**src/rtl/kim_fifo_mem_ptr_if.sv**
```systemverilog
// kim_fifo_mem_ptr_if
// Bundle between the FIFO valid/ready control stage (master) and the
// storage/pointer stage (slave).
//   master -> slave : w_hs, r_hs, w_data, err_clr
//   slave -> master : r_data, w_ptr, r_ptr, w_back_out, r_back_out,
//                     count, almost_full, almost_empty, overflow, underflow
interface kim_fifo_mem_ptr_if #(
    parameter int FIFO_DATA_LENGTH = 32,
    parameter int FIFO_LOG2_DEPTH  = 2
);
    logic                        w_hs;
    logic                        r_hs;
    logic [FIFO_DATA_LENGTH-1:0] w_data;
    logic                        err_clr;
    logic [FIFO_DATA_LENGTH-1:0] r_data;
    logic [FIFO_LOG2_DEPTH-1:0]  w_ptr;
    logic [FIFO_LOG2_DEPTH-1:0]  r_ptr;
    logic                        w_back_out;
    logic                        r_back_out;
    logic [FIFO_LOG2_DEPTH:0]    count;
    logic                        almost_full;
    logic                        almost_empty;
    logic                        overflow;
    logic                        underflow;

    modport master (
        output w_hs, r_hs, w_data, err_clr,
        input  r_data, w_ptr, r_ptr, w_back_out, r_back_out,
               count, almost_full, almost_empty, overflow, underflow
    );

    modport slave (
        input  w_hs, r_hs, w_data, err_clr,
        output r_data, w_ptr, r_ptr, w_back_out, r_back_out,
               count, almost_full, almost_empty, overflow, underflow
    );
endinterface

```
**src/rtl/kim_fifo_mem_ptr.sv**
```systemverilog
// kim_fifo_mem_ptr
// Storage and pointer stage of the FIFO. Writes mem[w_ptr] on w_hs, presents
// mem[r_ptr] combinationally (fall-through), advances pointers with explicit
// wrap at DEPTH-1 and toggles the wrap ("back") bits, derives occupancy and
// almost flags, and keeps sticky overflow/underflow diagnostics.
// Ports:
//   clk     : clock
//   rst     : synchronous active-high reset (memory contents are kept)
//   fifo_if : slave side of kim_fifo_mem_ptr_if (strobes/data in, status out)
module kim_fifo_mem_ptr #(
    parameter int FIFO_DATA_LENGTH = 32,
    parameter int FIFO_DATA_DEPTH  = 4,
    parameter int FIFO_LOG2_DEPTH  = 2,
    parameter int AF_LEVEL         = 3,
    parameter int AE_LEVEL         = 1
) (
    input  logic               clk,
    input  logic               rst,
    kim_fifo_mem_ptr_if.slave  fifo_if
);
    localparam int CW = FIFO_LOG2_DEPTH + 1;

    typedef logic [FIFO_LOG2_DEPTH-1:0] ptr_t;

    localparam ptr_t LAST_IDX = ptr_t'(FIFO_DATA_DEPTH - 1);

    logic [FIFO_DATA_LENGTH-1:0] mem_q [FIFO_DATA_DEPTH];

    ptr_t       w_ptr_q, w_ptr_d;
    ptr_t       r_ptr_q, r_ptr_d;
    logic       w_back_q, w_back_d;
    logic       r_back_q, r_back_d;
    logic       ovf_q, ovf_d;
    logic       udf_q, udf_d;
    logic       full, empty;
    logic [CW-1:0] count_c;

    // Explicit compare against DEPTH-1 so non-power-of-two depths wrap correctly.
    function automatic ptr_t ptr_inc(input ptr_t p);
        if (p == LAST_IDX) return '0;
        return p + ptr_t'(1);
    endfunction

    assign full  = (w_ptr_q == r_ptr_q) && (w_back_q != r_back_q);
    assign empty = (w_ptr_q == r_ptr_q) && (w_back_q == r_back_q);

    // Unequal back bits mean the writer is one lap ahead of the reader.
    assign count_c = (w_back_q == r_back_q)
                   ? ({1'b0, w_ptr_q} - {1'b0, r_ptr_q})
                   : (CW'(FIFO_DATA_DEPTH) - {1'b0, r_ptr_q} + {1'b0, w_ptr_q});

    always_comb begin
        w_ptr_d  = w_ptr_q;
        w_back_d = w_back_q;
        r_ptr_d  = r_ptr_q;
        r_back_d = r_back_q;
        ovf_d    = ovf_q;
        udf_d    = udf_q;

        if (fifo_if.w_hs) begin
            w_ptr_d = ptr_inc(w_ptr_q);
            if (w_ptr_q == LAST_IDX) w_back_d = ~w_back_q;
        end
        if (fifo_if.r_hs) begin
            r_ptr_d = ptr_inc(r_ptr_q);
            if (r_ptr_q == LAST_IDX) r_back_d = ~r_back_q;
        end

        // Clear first so a same-cycle new error keeps the flag set.
        if (fifo_if.err_clr) begin
            ovf_d = 1'b0;
            udf_d = 1'b0;
        end
        if (fifo_if.w_hs && full && !fifo_if.r_hs)  ovf_d = 1'b1;
        if (fifo_if.r_hs && empty && !fifo_if.w_hs) udf_d = 1'b1;
    end

    always_ff @(posedge clk) begin
        if (rst) begin
            w_ptr_q  <= '0;
            r_ptr_q  <= '0;
            w_back_q <= 1'b0;
            r_back_q <= 1'b0;
            ovf_q    <= 1'b0;
            udf_q    <= 1'b0;
        end else begin
            w_ptr_q  <= w_ptr_d;
            r_ptr_q  <= r_ptr_d;
            w_back_q <= w_back_d;
            r_back_q <= r_back_d;
            ovf_q    <= ovf_d;
            udf_q    <= udf_d;
        end
    end

    // Storage is intentionally not reset; stale words are unreachable after reset.
    always_ff @(posedge clk) begin
        if (fifo_if.w_hs && !rst) mem_q[w_ptr_q] <= fifo_if.w_data;
    end

    assign fifo_if.r_data       = mem_q[r_ptr_q];
    assign fifo_if.w_ptr        = w_ptr_q;
    assign fifo_if.r_ptr        = r_ptr_q;
    assign fifo_if.w_back_out   = w_back_q;
    assign fifo_if.r_back_out   = r_back_q;
    assign fifo_if.count        = count_c;
    assign fifo_if.almost_full  = int'(count_c) >= AF_LEVEL;
    assign fifo_if.almost_empty = int'(count_c) <= AE_LEVEL;
    assign fifo_if.overflow     = ovf_q;
    assign fifo_if.underflow    = udf_q;
endmodule

```
**src/flat_wrapper.sv**
```systemverilog
// flat-port wrapper written by rule: the top's interface ports become plain ports
module kim_fifo_mem_ptr_flat 
#(
    parameter int FIFO_DATA_LENGTH = 32,
    parameter int FIFO_DATA_DEPTH  = 4,
    parameter int FIFO_LOG2_DEPTH  = 2,
    parameter int AF_LEVEL         = 3,
    parameter int AE_LEVEL         = 1
)
  (clk, rst, fifo_if_w_hs, fifo_if_r_hs, fifo_if_w_data, fifo_if_err_clr, fifo_if_r_data, fifo_if_w_ptr, fifo_if_r_ptr, fifo_if_w_back_out, fifo_if_r_back_out, fifo_if_count, fifo_if_almost_full, fifo_if_almost_empty, fifo_if_overflow, fifo_if_underflow);
  kim_fifo_mem_ptr_if #(.FIFO_DATA_LENGTH(FIFO_DATA_LENGTH), .FIFO_LOG2_DEPTH(FIFO_LOG2_DEPTH)) fifo_if_i ();
  input  logic clk;
  input  logic rst;
  input wire logic [$bits(fifo_if_i.w_hs)-1:0] fifo_if_w_hs;
  input wire logic [$bits(fifo_if_i.r_hs)-1:0] fifo_if_r_hs;
  input wire logic [$bits(fifo_if_i.w_data)-1:0] fifo_if_w_data;
  input wire logic [$bits(fifo_if_i.err_clr)-1:0] fifo_if_err_clr;
  output wire logic [$bits(fifo_if_i.r_data)-1:0] fifo_if_r_data;
  output wire logic [$bits(fifo_if_i.w_ptr)-1:0] fifo_if_w_ptr;
  output wire logic [$bits(fifo_if_i.r_ptr)-1:0] fifo_if_r_ptr;
  output wire logic [$bits(fifo_if_i.w_back_out)-1:0] fifo_if_w_back_out;
  output wire logic [$bits(fifo_if_i.r_back_out)-1:0] fifo_if_r_back_out;
  output wire logic [$bits(fifo_if_i.count)-1:0] fifo_if_count;
  output wire logic [$bits(fifo_if_i.almost_full)-1:0] fifo_if_almost_full;
  output wire logic [$bits(fifo_if_i.almost_empty)-1:0] fifo_if_almost_empty;
  output wire logic [$bits(fifo_if_i.overflow)-1:0] fifo_if_overflow;
  output wire logic [$bits(fifo_if_i.underflow)-1:0] fifo_if_underflow;
  assign fifo_if_i.w_hs = fifo_if_w_hs;
  assign fifo_if_i.r_hs = fifo_if_r_hs;
  assign fifo_if_i.w_data = fifo_if_w_data;
  assign fifo_if_i.err_clr = fifo_if_err_clr;
  assign fifo_if_r_data = fifo_if_i.r_data;
  assign fifo_if_w_ptr = fifo_if_i.w_ptr;
  assign fifo_if_r_ptr = fifo_if_i.r_ptr;
  assign fifo_if_w_back_out = fifo_if_i.w_back_out;
  assign fifo_if_r_back_out = fifo_if_i.r_back_out;
  assign fifo_if_count = fifo_if_i.count;
  assign fifo_if_almost_full = fifo_if_i.almost_full;
  assign fifo_if_almost_empty = fifo_if_i.almost_empty;
  assign fifo_if_overflow = fifo_if_i.overflow;
  assign fifo_if_underflow = fifo_if_i.underflow;
  kim_fifo_mem_ptr #(.FIFO_DATA_LENGTH(FIFO_DATA_LENGTH), .FIFO_DATA_DEPTH(FIFO_DATA_DEPTH), .FIFO_LOG2_DEPTH(FIFO_LOG2_DEPTH), .AF_LEVEL(AF_LEVEL), .AE_LEVEL(AE_LEVEL)) u_core (.clk(clk), .rst(rst), .fifo_if(fifo_if_i));
endmodule
```
**config.mk**
```make
export PLATFORM = sky130hd
export DESIGN_NAME = kim_fifo_mem_ptr_flat
export DESIGN_NICKNAME = d
export VERILOG_FILES = /design/src/rtl/kim_fifo_mem_ptr_if.sv /design/src/rtl/kim_fifo_mem_ptr.sv /design/src/flat_wrapper.sv
export SDC_FILE = /design/constraint.sdc
export NUM_CORES = 1
export LEC_CHECK = 0
export CAP_MARGIN = 10
export CORE_MARGIN = 2
export CORE_UTILIZATION = 40
export CTS_CLUSTER_DIAMETER = 80
export DETAILED_ROUTE_END_ITERATION = 6
export PLACE_DENSITY = 0.66
export SLEW_MARGIN = 20
export SYNTH_ARGS = -nofsm -noshare
export SYNTH_HDL_FRONTEND = slang
export SYNTH_SLANG_ARGS = --single-unit
```
**constraint.sdc**
```tcl
create_clock -name clk -period 3.9 [get_ports clk]
set_clock_uncertainty 0.2 [all_clocks]
set_input_delay 1.17 -clock clk [delete_from_list [all_inputs] [get_ports clk]]
set_output_delay 1.17 -clock clk [all_outputs]
set_load 0.01 [all_outputs]
```
Yosys cells after proc, flatten, opt, wreduce, memory -nomap -nowiden
Memories as Yosys holds them, arrays and structs flattened. A register that Yosys moved wholly into a read port is not among the register bits.
Cells that the tools add are included.
{"block": "totals", "ramBits": 128, "regBits": 8, "input_bits": 37, "wordCells": 51, "n_memories": 1, "output_inout_bits": 45}
{"memory": "u_core.mem_q", "words": 4, "word_bits": 32, "rd": 1, "rd_clocked_by_memory_dff": 1, "write_ports": 1, "line": "kim_fifo_mem_ptr.sv:27", "text": "logic [FIFO_DATA_LENGTH-1:0] mem_q [FIFO_DATA_DEPTH];"}
{"block": "classes", "n_mux": 16, "n_bitwise": 2, "add_sub_neg": 5, "magnitude_cmp": 2, "reduce_logical": 14, "eq_ne": 5}
{"cell": "2-bit two-way mux", "count": 6}
{"cell": "1-bit two-way mux", "count": 9}
{"cell": "1-bit logical AND", "count": 7}
{"cell": "2-bit by 1-bit adder with 2-bit output, second input constant", "count": 2}
{"cell": "2-bit equality test, second input constant", "count": 2}
{"cell": "2-bit AND reduction", "count": 2}
{"cell": "2-bit nonzero test", "count": 2}
{"cell": "3-bit by 2-bit adder with 3-bit output", "count": 1}
{"cell": "3-bit by 2-bit >= comparator with 1-bit output, second input constant", "count": 1}
{"cell": "3-bit by 1-bit <= comparator with 1-bit output, second input constant", "count": 1}
{"cell": "1-bit logical NOT", "count": 3}
{"cell": "3-bit two-way mux", "count": 1}
{"cell": "2-bit by 2-bit subtractor with 3-bit output", "count": 1}
{"cell": "3-bit by 2-bit subtractor with 3-bit output, first input constant", "count": 1}
{"cell": "2-bit equality test", "count": 1}
{"cell": "1-bit inverter", "count": 2}
{"cell": "1-bit equality test", "count": 1}
{"cell": "1-bit inequality test", "count": 1}

Longest topological paths before layout
{"block": "logic_depth", "depth_word": 6, "depth_mapped": 5, "mapped_depth_nobuf": 5}

Least setup slack after synthesis
Ideal clock, no wire load.
{"block": "synth_path", "kind": "input port to flip-flop", "from": "input port rst", "to": "memory u_core.mem_q[0][0], enable pin", "cell_stages": 3, "arrival_time_ns": 2.309, "path_slack_ns": 0.999, "setup_ns": 0.392, "required_time_ns": 3.308, "path_buffers": 1, "path_cell_list": "clkbuf_1 nor2_1 and2_1"}
{"block": "synth_via", "elab_chain_cells": 4}
{"item": "start, declared", "line": "flat_wrapper.sv:13", "text": "input logic rst;"}
{"item": "1-bit logical NOT", "line": "kim_fifo_mem_ptr.sv:98", "text": "if (fifo_if.w_hs && !rst) mem_q[w_ptr_q] <= fifo_if.w_data;"}
{"item": "1-bit logical AND", "line": "kim_fifo_mem_ptr.sv:98"}
{"item": "1-bit two-way mux", "line": "kim_fifo_mem_ptr.sv:98"}
{"item": "1-bit two-way mux (implied by the code)", "line": "kim_fifo_mem_ptr.sv:98"}
{"item": "end, declared", "line": "kim_fifo_mem_ptr.sv:27"}
No other way between the ends.

Worst setup path in the final report
{"block": "layout_path", "from": "register u_core.w_ptr_q[0] (netlist: u_core.fifo_if.w_ptr[0])", "to": "output port fifo_if_almost_empty"}
{"block": "layout_via", "elab_chain_cells": 3, "word_cells_on_any_way": 4, "cone_classes": "2 x add/sub; 1 x order compare; 1 x mux"}
{"item": "start, declared", "line": "kim_fifo_mem_ptr.sv:29", "text": "ptr_t w_ptr_q, w_ptr_d;"}
{"item": "start signal, assigned", "line": "kim_fifo_mem_ptr.sv:87", "text": "w_ptr_q <= w_ptr_d;"}
{"item": "3-bit by 2-bit adder with 3-bit output or 2-bit by 2-bit subtractor with 3-bit output (tied branches)", "line": "kim_fifo_mem_ptr.sv:50, kim_fifo_mem_ptr.sv:49"}
{"item": "3-bit two-way mux *", "line": "kim_fifo_mem_ptr.sv:49", "text": "? ({1'b0, w_ptr_q} - {1'b0, r_ptr_q})"}
{"item": "3-bit by 1-bit <= comparator with 1-bit output *", "line": "kim_fifo_mem_ptr.sv:108", "text": "assign fifo_if.almost_empty = int'(count_c) <= AE_LEVEL;"}
{"item": "end, declared", "line": "flat_wrapper.sv:25", "text": "output wire logic [$bits(fifo_if_i.almost_empty)-1:0] fifo_if_almost_empty;"}
Every way passes the cells marked *; elsewhere a longest branch is shown, timed or not.

==> run metrics <==
Hold Path Class=reg2reg; detailed-route DRC error count=0; Hold Fails Final Rpt=0; All-Layer GR Usage=~14%; Clock Sinks=138; CTS Buf Count=17; Site Rows=41; clk slew on worst S/H paths=0.05 ns; post-route ant nets=0; DRT Pass-1 Iters=4; # nets final=369; share of post-route cells with drive strength above 1=between 20 and 25%; H-tree depth=4; Final min period=3.74 ns; type of origin of the critical path=flip-flop; Critical Path End Type=primary output; post-route setup TNS=0 ns; Synth cell types=22; worst skew pair latency=0.40 ns; Worst EP required=2.53 ns; Area growth, synth to finish=32.8%; post-synthesis register bit count=138; CTS tree=built; Starting Density=40.9%; Crit path arrival time=about 2.4 ns; crit path max fanout=6; Yosys warnings=0; first-pass GRT wire length=14.2 mm; Chip Height=117 µm; Via Count=2474; Power Density=513 mW/mm²; Mapped Nets=271; HPWL after DPL=5.53 mm; final hold slack=0.271 ns; DR iter-0 viols=128; number of port buffers=81; Final Slew Violations=0; Crit Reg-Reg Startpoint=u_core.fifo_if.w_ptr[1]; Peak Freq=267 MHz; endpoints failing setup=0; sequential fraction of the synthesis area=between 70 and 80%; RD Place Congestion=~0.77; Overflow after GRT=0; Ant. Diodes=0; RR Endpoint=u_core.mem_q[1][21]; Worst-Margin Slew=0.458 ns; WS Path Type=reg2out; post-CTS setup buffer count=0; worst hold path endpoint=u_core.fifo_if.underflow; Cells after Synth=226; die area=0.0138 mm²; root buffer cell=clkbuf_16; Syn Std Cell Area=0.00514 mm²; P_leak=0.00223 µW; WL per Instance=roughly 18 µm; status=finished, final reports clean; Core ar.=0.0126 mm²; peak supply drop=0.252 mV; Hold Startpoint=u_core.fifo_if.underflow; RSZ-0062 raised after global routing=false; reg2reg setup slack=2.07 ns; vias per cell=4.86; Max-Cap Viols=0; initial antenna violation count=0; Slew headroom=69.5%; I/O pin total=82; R2R depth=4; pin count of the biggest net entering global routing=33; chip width=approximately 120 µm; vias in the first global route=between 2k and 3k; worst hold path depth=2; syn_area_per_cell=22.7 µm²; Clock Tree Buf Depth=2; Routed WL=9.04 mm; Final period util=95.9%
worst max-delay path: stages (launching register included):
cell and delay, ns:
dfxtp_2 0.38, inv_1 0.09, ha_1 0.19, fa_1 0.41, xnor2_2 0.21, and2_1 0.16, clkdlybuf4s50_1 0.54
report_power, final:
group          internal [µW]  total (µW)  switching, µW
combinational            195         332            137
clock                    930        1490            565
sequential              1660        1670           16.7
total                   2780        3500            718
cell usage after synthesis, drive strengths merged:
master | n | area [µm²]
inv | 8 | 30.0
mux4 | 32 | 721
dfxtp | 10 | 200
nand2 | 3 | 11.3
fa | 1 | 20.0
clkbuf | 1 | 3.75
nand2b | 2 | 12.5
edfxtp | 128 | 3840
or4 | 1 | 7.51
nor3b | 2 | 15.0
mux2i | 2 | 20.0
nor2 | 7 | 26.3
o21ai | 1 | 5.00
buf | 7 | 36.3
ha | 7 | 87.6
and2 | 5 | 31.3
a21oi | 4 | 20.0
or4b | 1 | 10.0
xnor2 | 1 | 8.76
xor2 | 3 | 26.3
cells in the final DEF (no fill, tap or decap), drive strengths merged, types with 5 or more instances in the layout:
cell	n
dfxtp	10
clkbuf	18
nor2	7
edfxtp	128
clkinv	8
clkdlybuf4s50	81
and2	5
ha	7
mux4	32
buf	6
inv	8
metrics by stage:
stage | total power [µW] | cell area (µm²) | utilization (%) | setup WS [ns] | instances
2_1_floorplan | 1850 | 5140 | - | 0.999 | 226
3_3_place_gp | 2040 | 6250 | 49.7 | 0.560 | 477
3_5_place_dp | 2040 | 6250 | 49.7 | 0.465 | 477
4_1_cts | 3550 | 6810 | 54.2 | 0.0248 | 509
5_1_grt | 3640 | 6820 | 54.3 | 0.0418 | 509
6_report | 3500 | 6820 | 54.3 | 0.162 | 509
cell type report:
cell class / instances / area [µm²]
sequential: 138 / 4050
fill: 980 / 5750
multi-input combinational: 72 / 1030
inverter: 8 / 30.0
clock inverter: 14 / 131
timing repair buffer: 87 / 931
clock buffer: 18 / 429
tap: 172 / 215
layer usage:
metal	GRT usage [%]	up-vias	wire length [µm]
met5	0	-	0
met2	22.7	66	4620
met3	4.33	5	378
met4	5.87	0	56
li1	-	1125	-
met1	17.1	1278	3980
how the worst max path moves through the flow:
stage / to / slack, ns / startpoint / cells after the start
finish: fifo_if_almost_empty / 0.16 / u_core.fifo_if.w_ptr[0] / 6
detailed placement: fifo_if_almost_empty / 0.46 / u_core.fifo_if.w_ptr[0] / 6
floorplan: u_core.mem_q[0][0] / 1.0 / rst / 3
global route: fifo_if_almost_empty / 0.04 / u_core.fifo_if.w_ptr[0] / 6
CTS: fifo_if_almost_empty / 0.02 / u_core.fifo_if.w_ptr[0] / 6
global placement: fifo_if_almost_empty / 0.56 / u_core.fifo_if.w_ptr[0] / 6
kinds of logic after synthesis:
| family | after synthesis | synth area share (%) |
|---|---|---|
| AOI/OAI and AO/OA | 5 | 0.487 |
| xor gates and xnor gates | 4 | 0.682 |
| adders and majority gates | 8 | 2.09 |
| buffers and inverters | 16 | 1.36 |
| DFF | 138 | 78.7 |
| muxes | 34 | 14.4 |
| and+or+nand+nor | 21 | 2.22 |
what timing repair did:
action | CTS | global route
resized for setup | 0 | 2
hold buffers | 0 | 0
endpoints found under the setup margin | 0 | 2
state kept, by name, summed over array words and instances (netlist names), named ones only:
signal	cells
u_core.mem_q	128
u_core.fifo_if.r_ptr	2
u_core.fifo_if.w_ptr	2
u_core.fifo_if.overflow	1
u_core.fifo_if.r_back_out	1
u_core.fifo_if.underflow	1
u_core.fifo_if.w_back_out	1
No activity file was read; power rests on OpenSTA's default activity.
==> edit: new RTL, same settings <==
`FIFO_DATA_DEPTH` is set to 4 in 2 places; all go to 8.
--- a/src/rtl/kim_fifo_mem_ptr.sv
+++ b/src/rtl/kim_fifo_mem_ptr.sv
@@ -11,3 +11,3 @@
     parameter int FIFO_DATA_LENGTH = 32,
-    parameter int FIFO_DATA_DEPTH  = 4,
+    parameter int FIFO_DATA_DEPTH  = 8,
     parameter int FIFO_LOG2_DEPTH  = 2,
--- a/src/flat_wrapper.sv
+++ b/src/flat_wrapper.sv
@@ -4,3 +4,3 @@
     parameter int FIFO_DATA_LENGTH = 32,
-    parameter int FIFO_DATA_DEPTH  = 4,
+    parameter int FIFO_DATA_DEPTH  = 8,
     parameter int FIFO_LOG2_DEPTH  = 2,
Function: changed (Yosys sat finds a counterexample within 10 cycles, from zero or initial values and one cycle with rst high).
==> edit against the original RTL <==
Sequential share of layout area fell by 0.35 points. Cell area rose by 0.57%. Area after synthesis increased by 1.1%. Final cell count up 0.20%. Routed wire length up 1.9%. Worst setup slack better by 0.040 ns. Total power rose by 2.9%. Global-route usage up 0.56 points. Synthesized cell count up 0.44%. Sequential cell count stayed put. Largest power group unchanged. Highest routed layer unchanged.
==> edit: results (changes against the original RTL) <==
* Syn nets at 272 (was 271)
* Fraction of layout cells with a size suffix above 1 at 20.7% (was 22.3%)
* Drt via density at 4.86 (about the same)
* Post_cts resized at 0 (unchanged)
* GP Congestion at 0.726 (was 0.773)
* Synth area leaders: edfxtp_1 74%, mux4_2 13%, dfxtp_1 3.9% (was edfxtp_1 75%, mux4_2 14%, dfxtp_1 3.9%)
* Post-CTS Setup Bufs at 0 (unchanged)
* Nets at 371 (was 369)
* Max incr delay on CP at 0.55 ns
* WL per Instance at 18.1 µm (was 17.8 µm)
* First-pass GRT wire length at 14.6 mm (was 14.2 mm)
* Post-synth top cells: 128 x edfxtp_1, 30 x mux4_2, 10 x dfxtp_1, 9 x inv_1, 8 x nor2_1 (was 128 x edfxtp_1, 32 x mux4_2, 10 x dfxtp_1, 8 x inv_1)
* Root buffer cell: clkbuf_16 (unchanged)
* Seq/Total Area, Yosys at 77.9% (was 78.7%)
* Static Leak at 2.26 nW (was 2.23 nW)
* First DRT Iteration DRCs at 146 (was 128)
* Maximum number of pins on one net before global-route repair at 27 (was 33)
* Slew headroom at 58.1% (was 69.5%)
* Critical Path AT at 2.33 ns (was 2.37 ns)
* Vias in the first global route at 2,671 (was 2,659)
* Switch share at 19.3% (was 20.5%)
* EDFF count, synth at 128 (unchanged)
* Max VDD drop at 0.281 mV (was 0.252 mV)
* Final setup TNS at 0 ns (unchanged)
* HPWL Detailed at 5.81 mm (was 5.53 mm)
* All-Layer GR Usage at 14.4% (was 13.9%)
* Status: complete, no violations (unchanged)
[edit: cell count changes in the layout (fill, tap and decap cells not counted), moves of 2 or more]
cell	delta
mux4_2	-2
mux4_1	+2
buf_4	+2
bufinv_16	+2
clkinvlp_4	-4
clkbuf_1	+2
[edit: cells by family after synthesis]
kind of cell | after synthesis | synth area share (%)
AO/OA/AOI/OAI | 5 | 0.554
XOR/XNOR | 3 | 0.506
adder cells (fa/ha/maj) | 8 | 2.07
buffers and inverters | 18 | 2.46
flip-flops | 138 | 77.9
multiplexers | 34 | 14.4
AND/OR/NAND/NOR | 21 | 2.14
[edit: metal layers]
| metal | up-vias | track usage, % | share of wire [%] |
|---|---|---|---|
| met2 | 81 | 23.2 | 50 |
| met5 | - | 0 | 0 |
| met4 | 0 | 6.10 | 1.3 |
| li1 | 1127 | - | - |
| met1 | 1261 | 17.3 | 42 |
| met3 | 11 | 5.77 | 6.3 |
[edit: per-stage QoR]
step | worst slack, ns | util (%) | cells | area, µm² | hold WS [ns]
after floorplan | 0.998 | - | 227 | 5190 | 0.289
after global placement | 0.650 | 49.5 | 479 | 6270 | 0.268
after detailed placement | 0.628 | 49.5 | 479 | 6270 | 0.270
after CTS | 0.167 | 54.1 | 510 | 6860 | 0.284
after global routing | 0.0554 | 54.1 | 510 | 6860 | 0.329
final | 0.202 | 54.1 | 510 | 6860 | 0.282
[edit: power groups by stage]
stage	Sequential, mW	Clock [mW]	Combinational, mW
final	1.68	1.60	0.322
after global routing	1.69	1.70	0.347
after CTS	1.68	1.63	0.329
after detailed placement	1.71	0	0.327
after global placement	1.71	0	0.323
after floorplan	1.70	0	0.157
[edit: area by class of cell]
cell class | instances | area, µm²
Fill cell | 1002 | 5810
Sequential cell | 138 | 4050
Multi-Input combinational cell | 71 | 1030
Timing Repair Buffer | 89 | 946
Clock buffer | 20 | 437
Tap cell | 172 | 215
Clock inverter | 11 | 153
Inverter | 9 | 33.8
[edit: worst max-delay path: cells and delay by family (launching register included)]
kind	cells	cell delay, ns
flip-flops	1	0.42
adder cells (fa/ha/maj)	2	0.64
AND/OR/NAND/NOR	1	0.12
buffers and inverters	3	0.73
[edit: worst paths after layout]
kind	cells after the start	endpoint	start	slack, ns
hold / removal	2	u_core.fifo_if.underflow	u_core.fifo_if.underflow	0.28
setup reg to reg	3	u_core.mem_q[2][16]	u_core.fifo_if.w_ptr[1]	2.08
hold reg to reg	2	u_core.fifo_if.underflow	u_core.fifo_if.underflow	0.28
setup / recovery	6	fifo_if_almost_empty	u_core.fifo_if.w_ptr[0]	0.20
